`config.mk`:
```
export PLATFORM = sky130hd
export DESIGN_NAME = frame_reader
export DESIGN_NICKNAME = d
export VERILOG_FILES = /design/src/rtl/frame_reader_pkg.sv /design/src/rtl/frame_reader_fifo.sv /design/src/rtl/frame_reader.sv
export SDC_FILE = /design/constraint.sdc
export NUM_CORES = 2
export LEC_CHECK = 0
export ABC_AREA = 0
export CORE_ASPECT_RATIO = 1.5
export CORE_UTILIZATION = 25
export CTS_BUF_LIST = sky130_fd_sc_hd__clkbuf_8
export DETAILED_ROUTE_END_ITERATION = 6
export RECOVER_POWER = 100
export SYNTH_ARGS = -nofsm -noshare
export SYNTH_HDL_FRONTEND = slang
export SYNTH_SLANG_ARGS = --single-unit
export TNS_END_PERCENT = 5
```
`constraint.sdc`:
```
create_clock -name clk -period 9.9 [get_ports clk]
set_input_delay 1.98 -clock clk [delete_from_list [all_inputs] [get_ports clk]]
set_output_delay 1.98 -clock clk [all_outputs]
set_load 0.005 [all_outputs]
```
`src/rtl/frame_reader_pkg.sv`:
```
// Shared types and constants for the frame_reader block: command FSM states, default frame base
// address and a width helper.
package frame_reader_pkg;

    typedef enum logic [1:0] {
        StIdle,
        StIssue,
        StDrain
    } state_t;

    localparam logic [31:0] DEFAULT_BASE_ADDRESS = 32'h3800_0000;

    // Smallest width w such that 2**w >= value.
    function automatic int unsigned clog2w(input int unsigned value);
        int unsigned width;
        width = 0;
        for (int unsigned i = 0; i < 32; i++) begin
            if ((64'd1 << i) < 64'(value)) begin
                width = i + 1;
            end
        end
        return width;
    endfunction

endpackage

```
`src/rtl/frame_reader_fifo.sv`:
```
// Single-clock show-ahead FIFO with occupancy count; DEPTH must be a power of 2 and at least 2.
// Simultaneous push and pop is accepted even when full.
module frame_reader_fifo
    import frame_reader_pkg::*;
#(
    parameter int unsigned WIDTH = 32,
    parameter int unsigned DEPTH = 64,
    localparam int unsigned CNT_W = clog2w(DEPTH) + 1
) (
    input  logic             clk,
    input  logic             reset,
    input  logic             push,
    input  logic [WIDTH-1:0] push_data,
    input  logic             pop,
    output logic [WIDTH-1:0] pop_data,
    output logic             empty,
    output logic             full,
    output logic [CNT_W-1:0] count
);

    localparam int unsigned PTR_W = CNT_W - 1;

    logic [WIDTH-1:0] mem [DEPTH];
    logic [PTR_W-1:0] wr_ptr_q;
    logic [PTR_W-1:0] rd_ptr_q;
    logic [CNT_W-1:0] used_q;
    logic             do_push;
    logic             do_pop;

    assign do_pop  = pop && !empty;
    assign do_push = push && (!full || do_pop);

    always_ff @(posedge clk or negedge reset) begin
        if (!reset) begin
            wr_ptr_q <= '0;
            rd_ptr_q <= '0;
            used_q   <= '0;
        end else begin
            if (do_push) begin
                wr_ptr_q <= wr_ptr_q + 1'b1;
            end
            if (do_pop) begin
                rd_ptr_q <= rd_ptr_q + 1'b1;
            end
            used_q <= used_q + CNT_W'(do_push) - CNT_W'(do_pop);
        end
    end

    always_ff @(posedge clk) begin
        if (do_push) begin
            mem[wr_ptr_q] <= push_data;
        end
    end

    assign pop_data = mem[rd_ptr_q];
    assign empty    = (used_q == '0);
    assign full     = (used_q == CNT_W'(DEPTH));
    assign count    = used_q;

endmodule

```
`src/rtl/frame_reader.sv`:
```
// Avalon-MM burst read master that streams a frame buffer out as Avalon-ST with sop/eop markers.
// Optional FRAME_READER_UNDERRUN_COUNT_EN adds a saturating stream underrun counter.
module frame_reader
    import frame_reader_pkg::*;
#(
    parameter int unsigned              ADDRESS_WIDTH = 32,
    parameter int unsigned              DATA_WIDTH    = 32,
    parameter int unsigned              BURST_COUNT   = 8,
    parameter int unsigned              BURST_WIDTH   = 4,
    parameter int unsigned              FRAME_BURSTS  = 65536,
    parameter logic [ADDRESS_WIDTH-1:0] BASE_ADDRESS  = ADDRESS_WIDTH'(DEFAULT_BASE_ADDRESS),
    parameter int unsigned              FIFO_DEPTH    = 64
) (
    input  logic                     clk,
    input  logic                     reset,
    input  logic                     enable,
    output logic                     busy,
    output logic [ADDRESS_WIDTH-1:0] master_address,
    output logic                     master_read,
    output logic [BURST_WIDTH-1:0]   master_burstcount,
    output logic [DATA_WIDTH/8-1:0]  master_byteenable,
    input  logic                     master_waitrequest,
    input  logic [DATA_WIDTH-1:0]    master_readdata,
    input  logic                     master_readdatavalid,
    output logic [DATA_WIDTH-1:0]    out_data,
    output logic                     out_valid,
    input  logic                     out_ready,
    output logic                     out_startofpacket,
    output logic                     out_endofpacket
`ifdef FRAME_READER_UNDERRUN_COUNT_EN
    ,
    output logic [31:0]              underrun_count
`endif
);

    localparam int unsigned BYTES       = DATA_WIDTH / 8;
    localparam int unsigned FRAME_WORDS = FRAME_BURSTS * BURST_COUNT;
    localparam int unsigned CNT_W       = clog2w(FIFO_DEPTH) + 1;
    localparam int unsigned SUM_W       = CNT_W + 1;
    localparam int unsigned BIDX_W      = clog2w(FRAME_BURSTS) + 1;
    localparam int unsigned WORD_W      = clog2w(FRAME_WORDS) + 1;

    state_t                   state_q, state_d;
    logic [ADDRESS_WIDTH-1:0] addr_q, addr_d;
    logic [BIDX_W-1:0]        bidx_q, bidx_d;
    logic [CNT_W-1:0]         outst_q, outst_d;
    logic [WORD_W-1:0]        word_q, word_d;
    logic [CNT_W-1:0]         fifo_used;
    logic                     fifo_empty;
    logic                     fifo_full;
    logic                     space_ok;
    logic                     accept;
    logic                     pop;
    logic                     frame_done;

    // Reserve FIFO room for every word in flight so readdatavalid can never overflow it.
    assign space_ok = ({1'b0, fifo_used} + {1'b0, outst_q} + SUM_W'(BURST_COUNT))
                      <= SUM_W'(FIFO_DEPTH);

    assign master_read       = (state_q == StIssue) && space_ok;
    assign master_address    = addr_q;
    assign master_burstcount = BURST_WIDTH'(BURST_COUNT);
    assign master_byteenable = '1;
    assign accept            = master_read && !master_waitrequest;
    assign busy              = (state_q != StIdle);

    assign out_valid         = !fifo_empty;
    assign pop               = out_valid && out_ready;
    assign frame_done        = pop && (word_q == WORD_W'(FRAME_WORDS - 1));
    assign out_startofpacket = out_valid && (word_q == '0);
    assign out_endofpacket   = out_valid && (word_q == WORD_W'(FRAME_WORDS - 1));

    always_comb begin
        state_d = state_q;
        addr_d  = addr_q;
        bidx_d  = bidx_q;
        case (state_q)
            StIdle: begin
                if (enable) begin
                    state_d = StIssue;
                    addr_d  = BASE_ADDRESS;
                    bidx_d  = '0;
                end
            end
            StIssue: begin
                if (accept) begin
                    if (bidx_q == BIDX_W'(FRAME_BURSTS - 1)) begin
                        state_d = StDrain;
                        addr_d  = BASE_ADDRESS;
                        bidx_d  = '0;
                    end else begin
                        addr_d  = addr_q + ADDRESS_WIDTH'(BURST_COUNT * BYTES);
                        bidx_d  = bidx_q + 1'b1;
                    end
                end
            end
            StDrain: begin
                if (frame_done) begin
                    state_d = enable ? StIssue : StIdle;
                end
            end
            default: state_d = StIdle;
        endcase
    end

    always_comb begin
        outst_d = outst_q + (accept ? CNT_W'(BURST_COUNT) : '0) - CNT_W'(master_readdatavalid);
        word_d  = word_q;
        if (pop) begin
            word_d = frame_done ? '0 : word_q + 1'b1;
        end
    end

    always_ff @(posedge clk or negedge reset) begin
        if (!reset) begin
            state_q <= StIdle;
            addr_q  <= BASE_ADDRESS;
            bidx_q  <= '0;
            outst_q <= '0;
            word_q  <= '0;
        end else begin
            state_q <= state_d;
            addr_q  <= addr_d;
            bidx_q  <= bidx_d;
            outst_q <= outst_d;
            word_q  <= word_d;
        end
    end

    frame_reader_fifo #(
        .WIDTH (DATA_WIDTH),
        .DEPTH (FIFO_DEPTH)
    ) u_fifo (
        .clk       (clk),
        .reset     (reset),
        .push      (master_readdatavalid),
        .push_data (master_readdata),
        .pop       (pop),
        .pop_data  (out_data),
        .empty     (fifo_empty),
        .full      (fifo_full),
        .count     (fifo_used)
    );

    overflow_check: assert property (@(posedge clk) disable iff (!reset)
        !(master_readdatavalid && fifo_full && !pop));

`ifdef FRAME_READER_UNDERRUN_COUNT_EN
    logic [31:0] underrun_q;

    // Waiting for the first word of a frame is expected latency, not an underrun.
    always_ff @(posedge clk or negedge reset) begin
        if (!reset) begin
            underrun_q <= '0;
        end else if (busy && out_ready && !out_valid && (word_q != '0) && (underrun_q != '1)) begin
            underrun_q <= underrun_q + 1'b1;
        end
    end

    assign underrun_count = underrun_q;
`endif

endmodule
```
Word level (Yosys, flattened, before mapping)
Memory sizes are Yosys's and may differ from the RTL's.
Cells that the tools add are included.
{"block": "totals", "reg_bits": 97, "latch_bits": 0, "ramBits": 2048, "rom_bits": 0, "in_bits": 38, "out_inout_bits": 77, "word_cells": 67, "mem_count": 1}
{"name": "u_fifo.mem", "depth": 64, "width": 32, "read_ports": 1, "rd_ports_with_merged_regs": 0, "wr": 1, "line": "frame_reader_fifo.sv:23", "text": "logic [WIDTH-1:0] mem [DEPTH];"}
{"block": "op_classes", "add_sub_neg": 11, "multipliers": 0, "n_div": 0, "n_lt_le_gt_ge": 1, "eq_ne": 9, "n_shift": 0, "n_mux": 18, "bitwise": 0, "reduce_logical": 19}
{"operator": "$mux 32", "n": 3}
{"operator": "$pmux 32 s2", "n": 1}
{"operator": "$mux 17", "n": 3}
{"operator": "$pmux 17 s2", "n": 1}
{"operator": "$add 32x6->32 const B", "n": 1}
{"operator": "$add 20x1->20 const B", "n": 1}
{"operator": "$eq 20x19->1 const B", "n": 1}
{"operator": "$logic_not 20->1", "n": 1}
{"operator": "$mux 20", "n": 1}
{"operator": "$add 17x1->17 const B", "n": 1}
{"operator": "$eq 17x16->1 const B", "n": 1}
{"operator": "$sub 7x1->7", "n": 2}
{"operator": "$add 6x1->6 const B", "n": 2}
{"operator": "$add 7x7->8", "n": 1}
{"operator": "$add 8x4->8 const B", "n": 1}
{"operator": "$le 8x7->1 const B", "n": 1}
{"operator": "$logic_and 1x1->1", "n": 8}
{"operator": "$mux 2", "n": 4}
{"operator": "$add 7x1->7", "n": 1}
{"operator": "$add 7x4->7", "n": 1}
{"operator": "$eq 7x7->1 const B", "n": 1}
{"operator": "$logic_not 7->1", "n": 1}
{"operator": "$ne 2x2->1 const B", "n": 3}
{"operator": "$pmux 2 s3", "n": 1}
{"operator": "11 further kinds", "n": 16}

Logic depth before layout (Yosys ltp)
{"block": "logic_depth", "word_depth": 8, "mapped_depth": 17, "mapped_depth_nobuf": 17}

Cells and area by module
From an unflattened synthesis, not the netlist that was laid out.
{"block": "hier_totals", "cells_unflattened": 4110, "hier_area_um2": 83562.6}
{"module": "frame_reader_fifo", "instances": 1, "cells_per_inst": 3621, "area_per_inst_um2": 79160.9}
{"module": "frame_reader", "instances": 1, "cells_per_inst": 489, "area_per_inst_um2": 4401.7}

Least setup slack after synthesis
Ideal clock, no wire load.
{"block": "synth_timing", "path_type": "in2reg", "start": "in out_ready", "end": "mem u_fifo.mem[63][0] (enable)", "setup_ns": 0.421, "t_arrival_ns": 4.208, "setup_slack_ns": 5.271, "cell_stages": 6, "path_cell_list": "o31a_1 -> and2_1 -> clkbuf_1 -> nand3_1 -> clkbuf_1 -> nor2_1"}
{"block": "synth_via", "elab_chain_cells": 6}
{"element": "from (decl)", "line": "frame_reader.sv:27", "text": "input logic out_ready,"}
{"element": "$logic_and 1x1->1", "line": "frame_reader.sv:68", "text": "assign pop = out_valid && out_ready;"}
{"element": "$logic_and 1x1->1", "line": "frame_reader_fifo.sv:30", "text": "assign do_pop = pop && !empty;"}
{"element": "$logic_or 1x1->1", "line": "frame_reader_fifo.sv:31", "text": "assign do_push = push && (!full || do_pop);"}
{"element": "$logic_and 1x1->1", "line": "frame_reader_fifo.sv:31"}
{"element": "$mux 1", "line": "frame_reader_fifo.sv:50", "text": "if (do_push) begin"}
{"element": "$mux 1 (implied by the code)", "line": "frame_reader_fifo.sv:51", "text": "mem[wr_ptr_q] <= push_data;"}
{"element": "to (decl)", "line": "frame_reader_fifo.sv:23"}
No other way between the ends.

Worst setup path after layout
{"block": "layout_timing", "start": "reg u_fifo.rd_ptr_q[0]", "end": "out out_data[11]"}
{"block": "layout_via", "elab_chain_cells": 1}
{"element": "from (decl)", "line": "frame_reader_fifo.sv:25", "text": "logic [PTR_W-1:0] rd_ptr_q;"}
{"element": "from (signal assigned)", "line": "frame_reader_fifo.sv:43", "text": "rd_ptr_q <= rd_ptr_q + 1'b1;"}
{"element": "$mem_v2 64x32"}
{"element": "to (decl)", "line": "frame_reader.sv:25", "text": "output logic [DATA_WIDTH-1:0] out_data,"}
No other way between the ends.

==> metrics.md <==
| Metric | Value |
|---|---|
| Status | finished, violations left |
| Violated checks | capacitance limit, slew limit |
| GR Util All Layers | 12.6% |
| Clock Skews | 0.0772 ns |
| Global-route wire length before repair | 304 mm |
| Seq cells post-synth | about 2100 |
| Initial Util | about a quarter |
| Worst setup margin | approximately 1.5 ns |
| Critical path buffers and inverters | 2 |
| Post-CTS Hold Fix Bufs | 0 |
| Area share of the largest cell type after synthesis | 74.0% |
| Cell mode on critical path | mux4_2 |
| Final Non-Filler Cells | roughly 8600 |
| Yosys warnings | 0 |
| 1st-pass router iterations | 7 |
| Vias in the first global route | slightly above 40000 |
| Commonest non-fill, non-tap cell in the layout | edfxtp_1 |
| Placed Cells incl. Taps | between 8000 and 9000 |
| Worst-Margin Slew | about 3.8 ns |
| Leakage power | between 20 and 30 nW |
| Mapped Avg Cell Area | around 23 sq um |
| Initial DRC Count | between 3000 and 4000 |
| Routed Antenna Nets | 0 |
| Grt ovf | 0 |
| H-tree levels | 5 |
| Design Area, Final | between 90000 and 100000 sq um |
| Sequential share of the synthesized area | 76.8% |
| Placed cell area | roughly 90000 sq um |
| Required time worst endpoint | between 7 and 8 ns |
| Largest cells by area after synthesis | edfxtp_1, mux4_2, dfrtp_1 |
| Setup TNS | 0 ns |
| Crit-path cells | clkbuf_2 -> mux4_2 -> mux4_2 -> a22oi_1 -> nand2_1 -> clkdlybuf4s50_1 |
| Syn-to-layout area delta | 14.4% |
| DIE AREA | 335000 sq um |
| WL final | around 220 mm |
| Max Buffers Root-to-Sink | 4 |
| Initial antenna violation count | 20 |
| Synth async-reset ratio | between 4 and 5% |
| Post-CTS Setup Bufs | 0 |
| Core area | around 330000 sq um |
| Die Wd | 473 microns |
| Mapped Cells | 3624 |
| Num CTS Buffers | 302 |
| Crit-path max cell delay | 1.75 ns |
| Num rows | between 200 and 300 |
| CTS tree | built |
| Delay-heaviest family, CP | buffers and inverters |
| Critical path class | register to output pin |
| Fillcell total | approximately 32000 |
| Share of cells above drive strength 1 | between 20% and 30% |
| Slew HR | -151% |
| CP startpoint kind | register |
| Mapped cell area | 83100 sq um |
| Worst min-delay path category | register to register |
| Port bufs | 101 |
| CTS resizes | 0 |
| # DRC | 0 |
| Largest net degree at the start of global routing | about 120 |
| Total number of vias | roughly 40000 |
| Max cap viols | 120 |
| Final min period | 8.39 ns |
| Slew Viols, Final | around 4600 |
| RSZ-0062 raised after global routing | no |
| Pwr dens | about 260 nW/um^2 |
| Max Freq | ~0.12 GHz |
| Crit end category | output pin |
| Top FF cell, synth | edfxtp_1 |
| Distinct cells, synth | 62 |
| Critical path peak fanout | 55 |
| HPWL reported at the end of detailed placement | between 100 and 150 mm |
| Placer Congestion | 0.756 |
| VDD IR max | about 290 uV |
| Place WS | ~3.3 ns |
| Routed WL per cell | 25.1 microns |
| CP max-delay cell | clkbuf_2 |
| Vias per Instance | between 4 and 5 |
| Final Setup Violations | 0 |
| Cell taking the most area after synthesis | edfxtp_1 |
| Arr. time, crit path | 6.41 ns |
| Period utilization | about 85% |
| Most frequent cells in the layout | edfxtp_1, mux4_2, clkbuf_8 |
| Die extent in y | 708 microns |
| Register area | approximately 64000 sq um |
| EDFF count, synth | slightly above 2000 |
| IO Pins | 115 |
| NumNets Final | between 4000 and 5000 |
| Clk sinks | ~2100 |
| Footprint of the multi-input gates | 18500 sq um |
| Hold Violations, Final | 0 |
| Clk slew on worst S/H paths | 0.06 ns |
| Worst-skew pair later-pin latency | between 0.9 and 1 ns |
| Root buffer cell | clkbuf_8 |
-- report_power, final --
part / internal (W) / total, W / leakage, nW / switching [W]
clock: 0.00334 / 0.00665 / 3.17 / 0.00330
sequential: 0.0104 / 0.0107 / 19.6 / 0.000339
combinational: 0.00352 / 0.00755 / 6.12 / 0.00404
total: 0.0172 / 0.0249 / 28.9 / 0.00768
-- per-stage QoR --
step	util (%)	hold slack (ns)	total power, W
2_1_floorplan	-	0.458	0.0158
3_3_place_gp	27.3	0.476	0.0186
3_5_place_dp	27.3	0.485	0.0187
4_1_cts	29.0	0.499	0.0253
5_1_grt	28.8	0.519	0.0260
6_report	28.8	0.494	0.0249
-- routing by layer --
metal	track usage [%]	up-vias	routed length [microns]
li1	-	15996	-
met1	14.3	21416	79000
met2	24.1	1358	119000
met3	1.83	323	11200
met4	3.59	4	5490
met5	0	-	26
-- cells in the mapped netlist (15+ instances only) --
library cell	number
o21ai_0	27
nor2_1	121
nand2_1	78
mux4_2	640
o21ai_1	25
dfrtp_1	89
clkbuf_1	102
buf_2	59
xnor2_1	26
a22oi_1	64
nand4_1	15
o31ai_1	28
edfxtp_1	2048
buf_1	17
ha_1	35
inv_1	46
nand3_1	31
-- cell type report --
| cell class | instances | share of cell area (%) |
|---|---|---|
| sequential | 2140 | 67.1 |
| multi-input combinational | 1247 | 19.5 |
| tap | 4420 | 5.82 |
| clock buffer | 314 | 4.55 |
| timing repair buffer | 197 | 1.45 |
| clock inverter | 210 | 1.37 |
| inverter | 47 | 0.186 |
| antenna | 5 | 0.0132 |
-- final timing paths --
path,slack [ns],from,endpoint,depth (start not counted)
max in group asynchronous,3.66,reset,u_fifo.rd_ptr_q[0]$_DFFE_PN0P_,2
min in group asynchronous,1.63,reset,master_address[20]$_DFFE_PN0P_,1
worst max-delay path,1.51,u_fifo.rd_ptr_q[0]$_DFFE_PN0P_,out_data[11],6
worst min-delay path,0.49,word_q[14]$_DFFE_PN0P_,word_q[14]$_DFFE_PN0P_,1
worst min register to register,0.49,word_q[14]$_DFFE_PN0P_,word_q[14]$_DFFE_PN0P_,1
worst max register to register,3.79,u_fifo.count[4]$_DFF_PN0_,u_fifo.mem[3][28]$_DFFE_PP_,8
-- state kept, by name, summed over array words and instances, names as in the netlist --
name	count
u_fifo.mem	2048
master_address	27
word_q	20
bidx_q	17
outst_q	7
u_fifo.count	7
u_fifo.rd_ptr_q	6
u_fifo.wr_ptr_q	6
state_q	2
-- cells by family after synthesis --
family                     after synthesis  synth area share [%]
AOI/OAI and AO/OA                      196                  1.61
xor gates and xnor gates                38                 0.401
adders and majority gates               38                 0.600
buffers and inverters                  248                  1.35
DFF                                   2140                  76.8
muxes                                  641                  17.4
other                                    2               0.00904
and+or+nand+nor                        321                  1.83
No activity file was read; power rests on OpenSTA's default activity.
